### src/rtl/ksa_pipe_if.sv
// Operand/result handshake bundle for the pipelined Kogge-Stone adder.
// master drives operands and out_ready; slave is the adder.
interface ksa_pipe_if #(
    parameter int unsigned WIDTH = 32
);
    logic             in_valid;
    logic             in_ready;
    logic [WIDTH-1:0] a;
    logic [WIDTH-1:0] b;
    logic             cin;
    logic             sub;
    logic             out_valid;
    logic             out_ready;
    logic [WIDTH-1:0] sum;
    logic             cout;
    logic             ovf;

    modport master (
        output in_valid, a, b, cin, sub, out_ready,
        input  in_ready, out_valid, sum, cout, ovf
    );

    modport slave (
        input  in_valid, a, b, cin, sub, out_ready,
        output in_ready, out_valid, sum, cout, ovf
    );
endinterface

### src/rtl/ksa_pipe.sv
// Pipelined Kogge-Stone adder/subtractor with valid/ready flow control.
// One operand register, then a register after every REG_EVERY prefix levels.
module ksa_pipe #(
    parameter int unsigned WIDTH     = 32,
    parameter int unsigned REG_EVERY = 2
) (
    input logic       clk,
    input logic       rst_n,
    ksa_pipe_if.slave bus
);
    localparam int unsigned LEVELS = $clog2(WIDTH);
    localparam int unsigned NSTG   = (LEVELS + REG_EVERY - 1) / REG_EVERY;
    localparam int unsigned SIW    = (NSTG > 1) ? $clog2(NSTG) : 1;
    localparam int unsigned BW     = $clog2(WIDTH + 1);

    // Prefix vectors are WIDTH+1 wide: bit 0 holds c0 as a generate at position -1.
    logic [NSTG-1:0][WIDTH:0]   g_q, g_d;
    logic [NSTG-1:0][WIDTH:0]   pg_q, pg_d;
    logic [NSTG-1:0][WIDTH-1:0] x_q, x_d;
    logic [NSTG:0]              vld_q, vld_d;
    logic [WIDTH-1:0]           sum_q, sum_d;
    logic                       cout_q, cout_d;
    logic                       ovf_q, ovf_d;
    logic                       stall;

    assign stall         = vld_q[NSTG] && !bus.out_ready;
    assign bus.in_ready  = !stall;
    assign bus.out_valid = vld_q[NSTG];
    assign bus.sum       = sum_q;
    assign bus.cout      = cout_q;
    assign bus.ovf       = ovf_q;

    always_comb begin
        logic [WIDTH-1:0] b_eff;
        logic [WIDTH:0]   cur_g, cur_p, nxt_g, nxt_p;

        g_d   = '0;
        pg_d  = '0;
        x_d   = '0;
        cur_g = '0;
        cur_p = '0;
        nxt_g = '0;
        nxt_p = '0;

        b_eff   = bus.sub ? ~bus.b : bus.b;
        vld_d   = {vld_q[NSTG-1:0], bus.in_valid};
        g_d[0]  = {bus.a & b_eff, bus.sub | bus.cin};
        pg_d[0] = {bus.a ^ b_eff, 1'b0};
        x_d[0]  = bus.a ^ b_eff;

        // Level k reads its stage register when it starts a stage, else the previous level.
        for (int unsigned k = 0; k < LEVELS; k++) begin
            if (k % REG_EVERY == 0) begin
                cur_g = g_q[SIW'(k / REG_EVERY)];
                cur_p = pg_q[SIW'(k / REG_EVERY)];
            end
            nxt_g = cur_g;
            nxt_p = cur_p;
            for (int unsigned j = 0; j <= WIDTH; j++) begin
                if (j >= (32'd1 << k)) begin
                    nxt_g[BW'(j)] = cur_g[BW'(j)] | (cur_p[BW'(j)] & cur_g[BW'(j - (32'd1 << k))]);
                    nxt_p[BW'(j)] = cur_p[BW'(j)] & cur_p[BW'(j - (32'd1 << k))];
                end
            end
            cur_g = nxt_g;
            cur_p = nxt_p;
            if (((k + 1) % REG_EVERY == 0) && (k + 1 < LEVELS)) begin
                g_d[SIW'((k + 1) / REG_EVERY)]  = cur_g;
                pg_d[SIW'((k + 1) / REG_EVERY)] = cur_p;
                x_d[SIW'((k + 1) / REG_EVERY)]  = x_q[SIW'(k / REG_EVERY)];
            end
        end

        // cur_g[i] is the carry into bit i; the top group spans bits 1..WIDTH and
        // still needs one combine with the c0 slot to give the carry out.
        sum_d  = x_q[NSTG-1] ^ cur_g[WIDTH-1:0];
        cout_d = cur_g[WIDTH] | (cur_p[WIDTH] & cur_g[0]);
        ovf_d  = cout_d ^ cur_g[WIDTH-1];
    end

    always_ff @(posedge clk or negedge rst_n) begin
        if (!rst_n) begin
            g_q    <= '0;
            pg_q   <= '0;
            x_q    <= '0;
            vld_q  <= '0;
            sum_q  <= '0;
            cout_q <= 1'b0;
            ovf_q  <= 1'b0;
        end else if (!stall) begin
            g_q    <= g_d;
            pg_q   <= pg_d;
            x_q    <= x_d;
            vld_q  <= vld_d;
            sum_q  <= sum_d;
            cout_q <= cout_d;
            ovf_q  <= ovf_d;
        end
    end
endmodule

### src/flat_wrapper.sv
// flat-port wrapper written by rule: the top's interface ports become plain ports
module ksa_pipe_flat 
#(
    parameter int unsigned WIDTH     = 32,
    parameter int unsigned REG_EVERY = 2
)
  (clk, rst_n, bus_in_valid, bus_a, bus_b, bus_cin, bus_sub, bus_out_ready, bus_in_ready, bus_out_valid, bus_sum, bus_cout, bus_ovf);
  ksa_pipe_if #(.WIDTH(WIDTH)) bus_i ();
  input logic clk;
  input logic rst_n;
  input wire logic [$bits(bus_i.in_valid)-1:0] bus_in_valid;
  input wire logic [$bits(bus_i.a)-1:0] bus_a;
  input wire logic [$bits(bus_i.b)-1:0] bus_b;
  input wire logic [$bits(bus_i.cin)-1:0] bus_cin;
  input wire logic [$bits(bus_i.sub)-1:0] bus_sub;
  input wire logic [$bits(bus_i.out_ready)-1:0] bus_out_ready;
  output wire logic [$bits(bus_i.in_ready)-1:0] bus_in_ready;
  output wire logic [$bits(bus_i.out_valid)-1:0] bus_out_valid;
  output wire logic [$bits(bus_i.sum)-1:0] bus_sum;
  output wire logic [$bits(bus_i.cout)-1:0] bus_cout;
  output wire logic [$bits(bus_i.ovf)-1:0] bus_ovf;
  assign bus_i.in_valid = bus_in_valid;
  assign bus_i.a = bus_a;
  assign bus_i.b = bus_b;
  assign bus_i.cin = bus_cin;
  assign bus_i.sub = bus_sub;
  assign bus_i.out_ready = bus_out_ready;
  assign bus_in_ready = bus_i.in_ready;
  assign bus_out_valid = bus_i.out_valid;
  assign bus_sum = bus_i.sum;
  assign bus_cout = bus_i.cout;
  assign bus_ovf = bus_i.ovf;
  ksa_pipe #(.WIDTH(WIDTH), .REG_EVERY(REG_EVERY)) u_core (.clk(clk), .rst_n(rst_n), .bus(bus_i));
endmodule
### config.mk
export PLATFORM = sky130hd
export DESIGN_NAME = ksa_pipe_flat
export DESIGN_NICKNAME = d
export VERILOG_FILES = /design/src/rtl/ksa_pipe_if.sv /design/src/rtl/ksa_pipe.sv /design/src/flat_wrapper.sv
export SDC_FILE = /design/constraint.sdc
export NUM_CORES = 1
export LEC_CHECK = 0
export BUFFER_PORTS_ARGS = -buffer_cell sky130_fd_sc_hd__clkbuf_2
export CORE_MARGIN = 8
export CORE_UTILIZATION = 40
export CTS_CLUSTER_DIAMETER = 50
export DETAILED_ROUTE_END_ITERATION = 10
export GPL_TIMING_DRIVEN = 0
export HOLD_SLACK_MARGIN = 0.1
export PLACE_DENSITY = 0.56
export SLEW_MARGIN = 20
export SYNTH_ARGS = -nofsm -noshare
export SYNTH_HDL_FRONTEND = slang
export SYNTH_SLANG_ARGS = --single-unit
### constraint.sdc
create_clock -name clk -period 1.56 [get_ports clk]
set_clock_uncertainty 0.15 [all_clocks]
set_input_delay 0.156 -clock clk [delete_from_list [all_inputs] [get_ports clk]]
set_output_delay 0.156 -clock clk [all_outputs]
set_load 0.01 [all_outputs]
* Word level (Yosys, flattened, before mapping)
Index checks and enable logic that the tools add are counted.
** Storage, ports and cells
- Output and inout bits :: 36
- Logic and storage cells :: 395
- Bits of input ports :: 70
- Flip-flop bits (word level) :: 279
** Cells by class
- Bitwise logic cells :: 379
- Muxes and demuxes :: 1
- Reductions and logical operators :: 3
** Operator list (count)
- $and A1 B1 Y1 :: 238
- $or A1 B1 Y1 :: 136
- $xor A32 B32 Y32 :: 2
- $and A32 B32 Y32 :: 1
- $mux W32 :: 1
- $not A32 Y32 :: 1
- $logic_not A1 Y1 :: 2
- $logic_and A1 B1 Y1 :: 1
- $xor A1 B1 Y1 :: 1

* Logic depth before layout (Yosys ltp)
Gate-level depths: netlist of the first run.
- Depth after elaboration :: 4
- Depth in mapped cells :: 7
- Mapped depth without buffers :: 4

* Least setup slack after synthesis of the first run
No wires, ideal clock.
- Kind :: register to register
- Start point :: reg u_core.vld_q[3]
- End point :: reg u_core.g_q[87] in the netlist's numbering
- Library setup time :: 124 ps
- Data required time :: 1286 ps
- Arrival :: 1182 ps
- Stages on the path, launching flop included :: 6
- Period minus slack after synthesis :: 1456 ps
- Slack :: 104 ps
- Path buffers :: 3
- Cells stage by stage :: dfrtp_1 > nor2b_4 > buf_6 > buf_6 > buf_6 > o31a_1
** On the way
- Word-level cells in the longest chain between the ends :: 1
** Ends and longest elaborated chain
- start, declared :: RTL line ksa_pipe.sv:20 : logic [NSTG:0] vld_q, vld_d;
- start signal, assigned :: RTL line ksa_pipe.sv:94 : vld_q <= vld_d;
- $logic_and A1 B1 Y1 :: RTL line ksa_pipe.sv:26 : assign stall = vld_q[NSTG] && !bus.out_ready;
- end signal, assigned :: RTL line ksa_pipe.sv:91 : g_q <= g_d;
- end, declared :: RTL line ksa_pipe.sv:17 : logic [NSTG-1:0][WIDTH:0] g_q, g_d;
Every way passes these cells.
A chain may end at the register's enable or synchronous reset.

* Worst setup path in the final report of the first run
- Start point :: reg u_core.vld_q[3]
- End point :: out bus_in_ready
** On the way
- Word-level cells in the longest chain between the ends :: 2
** Ends and longest elaborated chain
- $logic_and A1 B1 Y1 :: RTL line ksa_pipe.sv:26
- $logic_not A1 Y1 :: RTL line ksa_pipe.sv:27 : assign bus.in_ready = !stall;
- end, declared :: RTL line flat_wrapper.sv:17 : output wire logic [$bits(bus_i.in_ready)-1:0] bus_in_ready;
Every way passes these cells.

==> flow_summary.ini, run 1 <==
[clocking]
clk_pin_slew_ps = 50
cts_tree = built
cts.sinks = 279
cts_buffers = 34
clock_path_buffers = 3
root_buffer = clkbuf_16
htree_levels = 2
clock_latency_ps = 510
hold_buffers = 84

[critical_path]
endpoint_kind = output port
worstPathCellList = nor2b_4, buf_8, inv_8, buf_12, buf_12, buf_8
r2r_slack_ps = -260
r2r-start = u_core.vld_q[3]
arrival_ps = 1530
cp-start-kind = register
timing.rr.end = u_core.x_q[86]
reg2reg_depth = 8
critical_path.max_stage_delay_ps = 340
slowest_stage = dfrtp_1
criticalPathCategory = register to output port
startpoint = u_core.vld_q[3]
crit_required_ps = 1250
cp_max_fo = 2

[sta]
period_share_pct = 117
fin_hold_ws_ps = -570
max_freq_mhz = 546
fin_ws_ps = -273
tightest_slew_ps = 558
fin_setup_tns_ps = -40960
final_max_slew_viol_count = 0
setup_viol = 274
rsz0062_at_grt = true
hold_viol_final = 106
relSlewSlack_pct = 62.8
period_needed_ps = 1830

[yosys]
ys_ff_latch = 279
synth_warnings = 0
yosysTopAreaCell = dfrtp_1
syn_nets = 1405
ys_seq_area_share_pct = 56.3
syn_inst = 1303
async_reset_ff_share_pct = 100
avgSynthCellArea_um2 = 9.51
yosysUniqueCellTypes = 28
synth-edff-count = 0
syn-cell-area_um2 = 12400
synth_top_area_share_pct = 56.3
synth.top_cells.by_area = dfrtp_1, nand2_1, xor2_1
yosysMostFrequentCell = nand2_1
synth_top_flop_cell = dfrtp_1
synth_commonest_cells = nand2_1, dfrtp_1, a21oi_1

[final_layout]
final_util_pct = 56.5
nFillCells = 2715
n_antenna_cell = 0
nets = 1674
areaGrowthSynthToFinish_pct = 39.5
drive_gt1_share_pct = 27.0

[floorplanning]
rows = 64
die-area_um2 = 36900
die_width_um = 192
core_area_um2 = 30600
start_util_pct = 40.5
ioPinCount = 106
die_h_um = 192

[detailed_routing]
firstDrtPassIters = 5
num_vias = 10300
drc = 0
drt_iter0_markers = 742
wl_per_cell_um = 20.4
vias_per_cell = 5.16
drt-total-wl_um = 40600
ant_nets = 0

[grt]
grtUsageTotal_pct = 20.7
grt_max_degree = 72
grt_pass1_vias = 10200
gr-total-overflow = 0
grt_pass1_wl_um = 58800
antenna_found_initial = 0

[power]
power.density_nw_per_um2 = 1900
leakagePower_nw = 8.43
ir_worst_vdd_uv = 797
power_mw = 32.8

[place]
hpwl_um = 27600
dp_slack_ps = -213
globalplace.congestion = 0.896
port-buffer-count = 104

[worst_hold_path]
hp-class = input port to asynchronous set/reset pin

[flow_run]
cap_violations = 0

[outcome]
violations = hold timing, setup timing
status = finished with violations
[critical path: cells and delay by family, from the launching register on]
| kind | cells | cell delay, ps |
|---|---|---|
| buffers and inverters | 5 | 520 |
| flip-flops | 1 | 340 |
| AND/OR/NAND/NOR | 1 | 160 |
[layer usage]
metal	share of wire, %	GRT usage, %	vias up	wire length, µm
met5	0	0	-	0
met4	3.5	7.61	0	1420
met3	6.3	4.74	77	2570
met2	47	32.5	286	18900
met1	44	27.8	5057	17700
li1	-	-	4856	-
[worst max path at each step]
stage	end	depth (start not counted)
after global placement	u_core.x_q[72]	1
after CTS	bus_in_ready	6
after global routing	bus_in_ready	6
after detailed placement	bus_in_ready	6
after floorplan	u_core.g_q[87]	5
final	bus_in_ready	6
[layout make-up]
type	count	area [µm²]	area share, %
clock inverters	8	71.3	0.413
multi-input cells	958	5520	31.9
plain buffers	64	872	5.05
well taps	396	495	2.87
flip-flops and latches	279	6980	40.4
repair buffers	234	2340	13.5
clock buffers	51	996	5.76
inverters	1	11.3	0.0652
[timing repair]
item,4_1_cts,5_1_grt
endpoints found under the setup margin,224,279
pin swaps,0,14
endpoints found under the hold margin,172,106
cloned,0,29
buffers inserted,5,8
resized for setup,67,290
[registers in the layout, indices dropped and copies added, names as in the netlist]
register,count
u_core.g_d,5
u_core.g_q,94
u_core.vld_q,4
u_core.x_d,64
u_core.pg_q,46
u_core.bus.ovf,1
u_core.bus.sum,32
u_core.bus.cout,1
u_core.x_q,32
[report_power, final]
part	total (mW)	leakage, nW	internal [mW]	switching [mW]
Clock	7.56	0.525	4.57	2.99
Sequential	13.0	3.47	10.1	2.95
Combinational	12.2	4.44	5.67	6.55
Total	32.8	8.43	20.3	12.5
[through the flow]
step                area, µm²  std cells
floorplan               12400       1303
global placement        13400       1803
detailed placement      13500       1807
CTS                     15700       1955
global route            17300       1991
finish                  17300       1991
[kinds of logic after synthesis]
family / after synthesis / synth area share [%]
multiplexers: 13 / 1.05
adder cells (fa/ha/maj): 32 / 3.23
AO/OA/AOI/OAI: 248 / 12.3
AND/OR/NAND/NOR: 601 / 18.8
XOR/XNOR: 64 / 4.52
flip-flops: 279 / 56.3
buffers and inverters: 66 / 3.80
[layout by cell type, fill, tap and decap left out, types with 7 or more instances in the layout]
cell type / count
a21o_1: 13
a21oi_1: 78
buf_12: 24
buf_4: 19
buf_6: 13
buf_8: 14
clkbuf_1: 10
clkbuf_16: 62
clkbuf_2: 103
clkbuf_8: 7
dfrtp_1: 279
dlygate4sd3_1: 84
ha_1: 32
mux2i_1: 13
nand2_1: 403
nand2_2: 113
nand2_4: 17
nand2b_1: 9
nand3_1: 20
nor2_1: 27
o211ai_1: 29
o21a_1: 28
o21ai_0: 23
o21ai_1: 26
o21ai_2: 15
o31a_1: 8
o31ai_1: 11
o31ai_2: 12
xnor2_1: 16
xor2_1: 48
Power figures use the tool's default switching activity.
==> run 2: changes to the inputs <==
--- a/config.mk
+++ b/config.mk
@@ -13,6 +13,7 @@
 export GPL_TIMING_DRIVEN = 0
 export HOLD_SLACK_MARGIN = 0.1
 export PLACE_DENSITY = 0.56
+export REMOVE_ABC_BUFFERS = 1
 export SLEW_MARGIN = 20
 export SYNTH_ARGS = -nofsm -noshare
 export SYNTH_HDL_FRONTEND = slang
==> run 2 against run 1 <==
  * The run still ends with hold timing, setup timing left
  * Worst hold slack lost 8.7 ps
  * Final cell count down 0.10%
  * Utilization up 3.0 points
  * First-iteration DRC count up 10%
  * Count of clock-buffer cells in the layout decreased by 8
  * Highest routed layer unchanged
==> flow_summary.ini, run 2 (synthesis gave the netlist of run 1 again) <==
[outcome]
status = finished with violations
violations = hold timing, setup timing

[critical_path]
r2r-start = u_core.vld_q[3]
critical_path.max_stage_delay_ps = 370
r2r_slack_ps = -310
timing.rr.end = u_core.bus.sum[1]
worstPathCellList = nor2b_4, clkbuf_16, buf_12, buf_16, buf_16, buf_16, buf_16, buf_12, nand2_2, o21ai_2
crit_required_ps = 1860
reg2reg_depth = 10
critPathTopFamily = buffers and inverters
criticalPathCategory = register to register
cp_max_fo = 8
crit_buf_inv = 7
arrival_ps = 2170
cp_common_cell = buf_16
slowest_stage = dfrtp_1
cp-start-kind = register
endpoint_kind = register

[clocking]
hold_buffers = 66
htree_levels = 1
clock_path_buffers = 3
cts.sinks = 279
cts_tree = built
clock_latency_ps = 560
root_buffer = clkbuf_16
clk_pin_slew_ps = 60
cts_buffers = 31

[power]
clkPwrFrac_pct = 20.6
switching_power_mw = 13.2
leakagePower_nw = 8.87
p_int_mw = 21.0
p_comb_share_pct = 41.1
power.density_nw_per_um2 = 1880
power_mw = 34.2
ir_worst_vdd_uv = 940
seq_power_share_pct = 38.3
switching_share_pct = 38.5

[place]
placed_cell_area_um2 = 13300
globalplace.congestion = 0.779
dpl.cell_count = 1753
hpwl_um = 20100
port-buffer-count = 105

[detailed_routing]
drc = 0
firstDrtPassIters = 5
drt_iter0_markers = 819
wl_per_cell_um = 21.0
ant_nets = 0
drt-total-wl_um = 41800
num_vias = 10500
vias_per_cell = 5.28

[floorplanning]
die_width_um = 192
core_area_um2 = 30600
die-area_um2 = 36900
ioPinCount = 106
rows = 64
die_h_um = 192
start_util_pct = 40.5

[sta]
rsz0062_at_grt = true
period_needed_ps = 1870
max_freq_mhz = 534
hold_viol_final = 139
relSlewSlack_pct = 30.4
fin_ws_ps = -313
setup_viol = 267
period_share_pct = 120
tightest_slew_ps = 1040
fin_hold_ws_ps = -578
final_max_slew_viol_count = 0

[grt]
grt_max_degree = 87
grt_pass1_wl_um = 57400
antenna_found_initial = 0
grtUsageTotal_pct = 19.7
grt_pass1_vias = 10400
gr-total-overflow = 0

[final_layout]
final_cell_mix = nand2_1, dfrtp_1, clkbuf_2, nand2_2, a21oi_1
nets = 1674
largest_reg_flops = 94
drive_gt1_share_pct = 29.6
nFillCells = 2552
finalNonFillerCells = 1989
areaGrowthSynthToFinish_pct = 47.0
finalInstanceArea_um2 = 18200
regMostFlops = u_core.g_q
final_common_cell = nand2_1
n_antenna_cell = 0

[worst_hold_path]
hp-class = input port to asynchronous set/reset pin

[flow_run]
cap_violations = 0
[run 2: power by group through the flow]
| stage | logic (mW) | clock network [mW] | registers (mW) |
|---|---|---|---|
| CTS | 11.0 | 7.14 | 12.7 |
| global placement | 6.79 | 0 | 12.1 |
| global route | 15.2 | 7.44 | 13.4 |
| floorplan | 5.22 | 0 | 12.0 |
| finish | 14.1 | 7.05 | 13.1 |
| detailed placement | 8.07 | 0 | 12.7 |
[run 2: area by class of cell]
type / count / area, µm² / share of cell area, %
Clock buffer: 43 / 881 / 4.84
Clock inverter: 11 / 91.3 / 0.502
Multi-Input combinational cell: 958 / 5880 / 32.3
Timing Repair inverter: 8 / 161 / 0.886
Sequential cell: 279 / 6980 / 38.3
Tap cell: 396 / 495 / 2.72
Timing Repair Buffer: 293 / 3700 / 20.3
Inverter: 1 / 20.0 / 0.110
[run 2: per-stage QoR]
step	util (%)	worst slack (ps)	TNS (ps)	hold WS (ps)
after CTS	53.5	-318	-30420	-562
after detailed placement	43.5	-809	-97230	30.6
after global placement	42.3	-8830	-3756630	206
after floorplan	-	-4900	-1194980	-290
after global routing	59.5	-361	-52940	-555
final	59.5	-313	-35550	-578
[run 2: timing repair]
| action | CTS | global route |
|---|---|---|
| pin swaps | 53 | 62 |
| cloned | 27 | 41 |
| endpoints found under the setup margin | 203 | 271 |
| resized for setup | 143 | 284 |
| hold endpoints to repair | 206 | 143 |
| buffers inserted | 30 | 25 |
[run 2: how the worst max path moves through the flow]
stage	from	endpoint	slack (ps)	cells past startpoint
detailed placement	u_core.vld_q[3]	u_core.pg_q[82]	-810	6
global placement	u_core.vld_q[3]	u_core.pg_q[82]	-8830	4
finish	u_core.vld_q[3]	u_core.bus.sum[1]	-310	10
floorplan	u_core.vld_q[3]	u_core.bus.ovf	-4900	4
CTS	u_core.vld_q[3]	bus_in_ready	-320	5
global route	u_core.vld_q[3]	bus_in_ready	-360	5
[run 2: per-layer routing]
layer | global-route usage [%] | up-vias | wire length (µm)
met4 | 5.88 | 0 | 1100
met2 | 31.9 | 322 | 19900
met5 | 0 | - | 0
met3 | 2.81 | 62 | 2470
li1 | - | 4882 | -
met1 | 27.2 | 5241 | 18300
[run 2: worst reg2reg max path, stage by stage, from the launching register on]
cell	delay [ps]
dfrtp_1	370
nor2b_4	140
clkbuf_16	160
buf_12	130
buf_16	130
buf_16	140
buf_16	150
buf_16	150
buf_12	140
nand2_2	60
o21ai_2	50
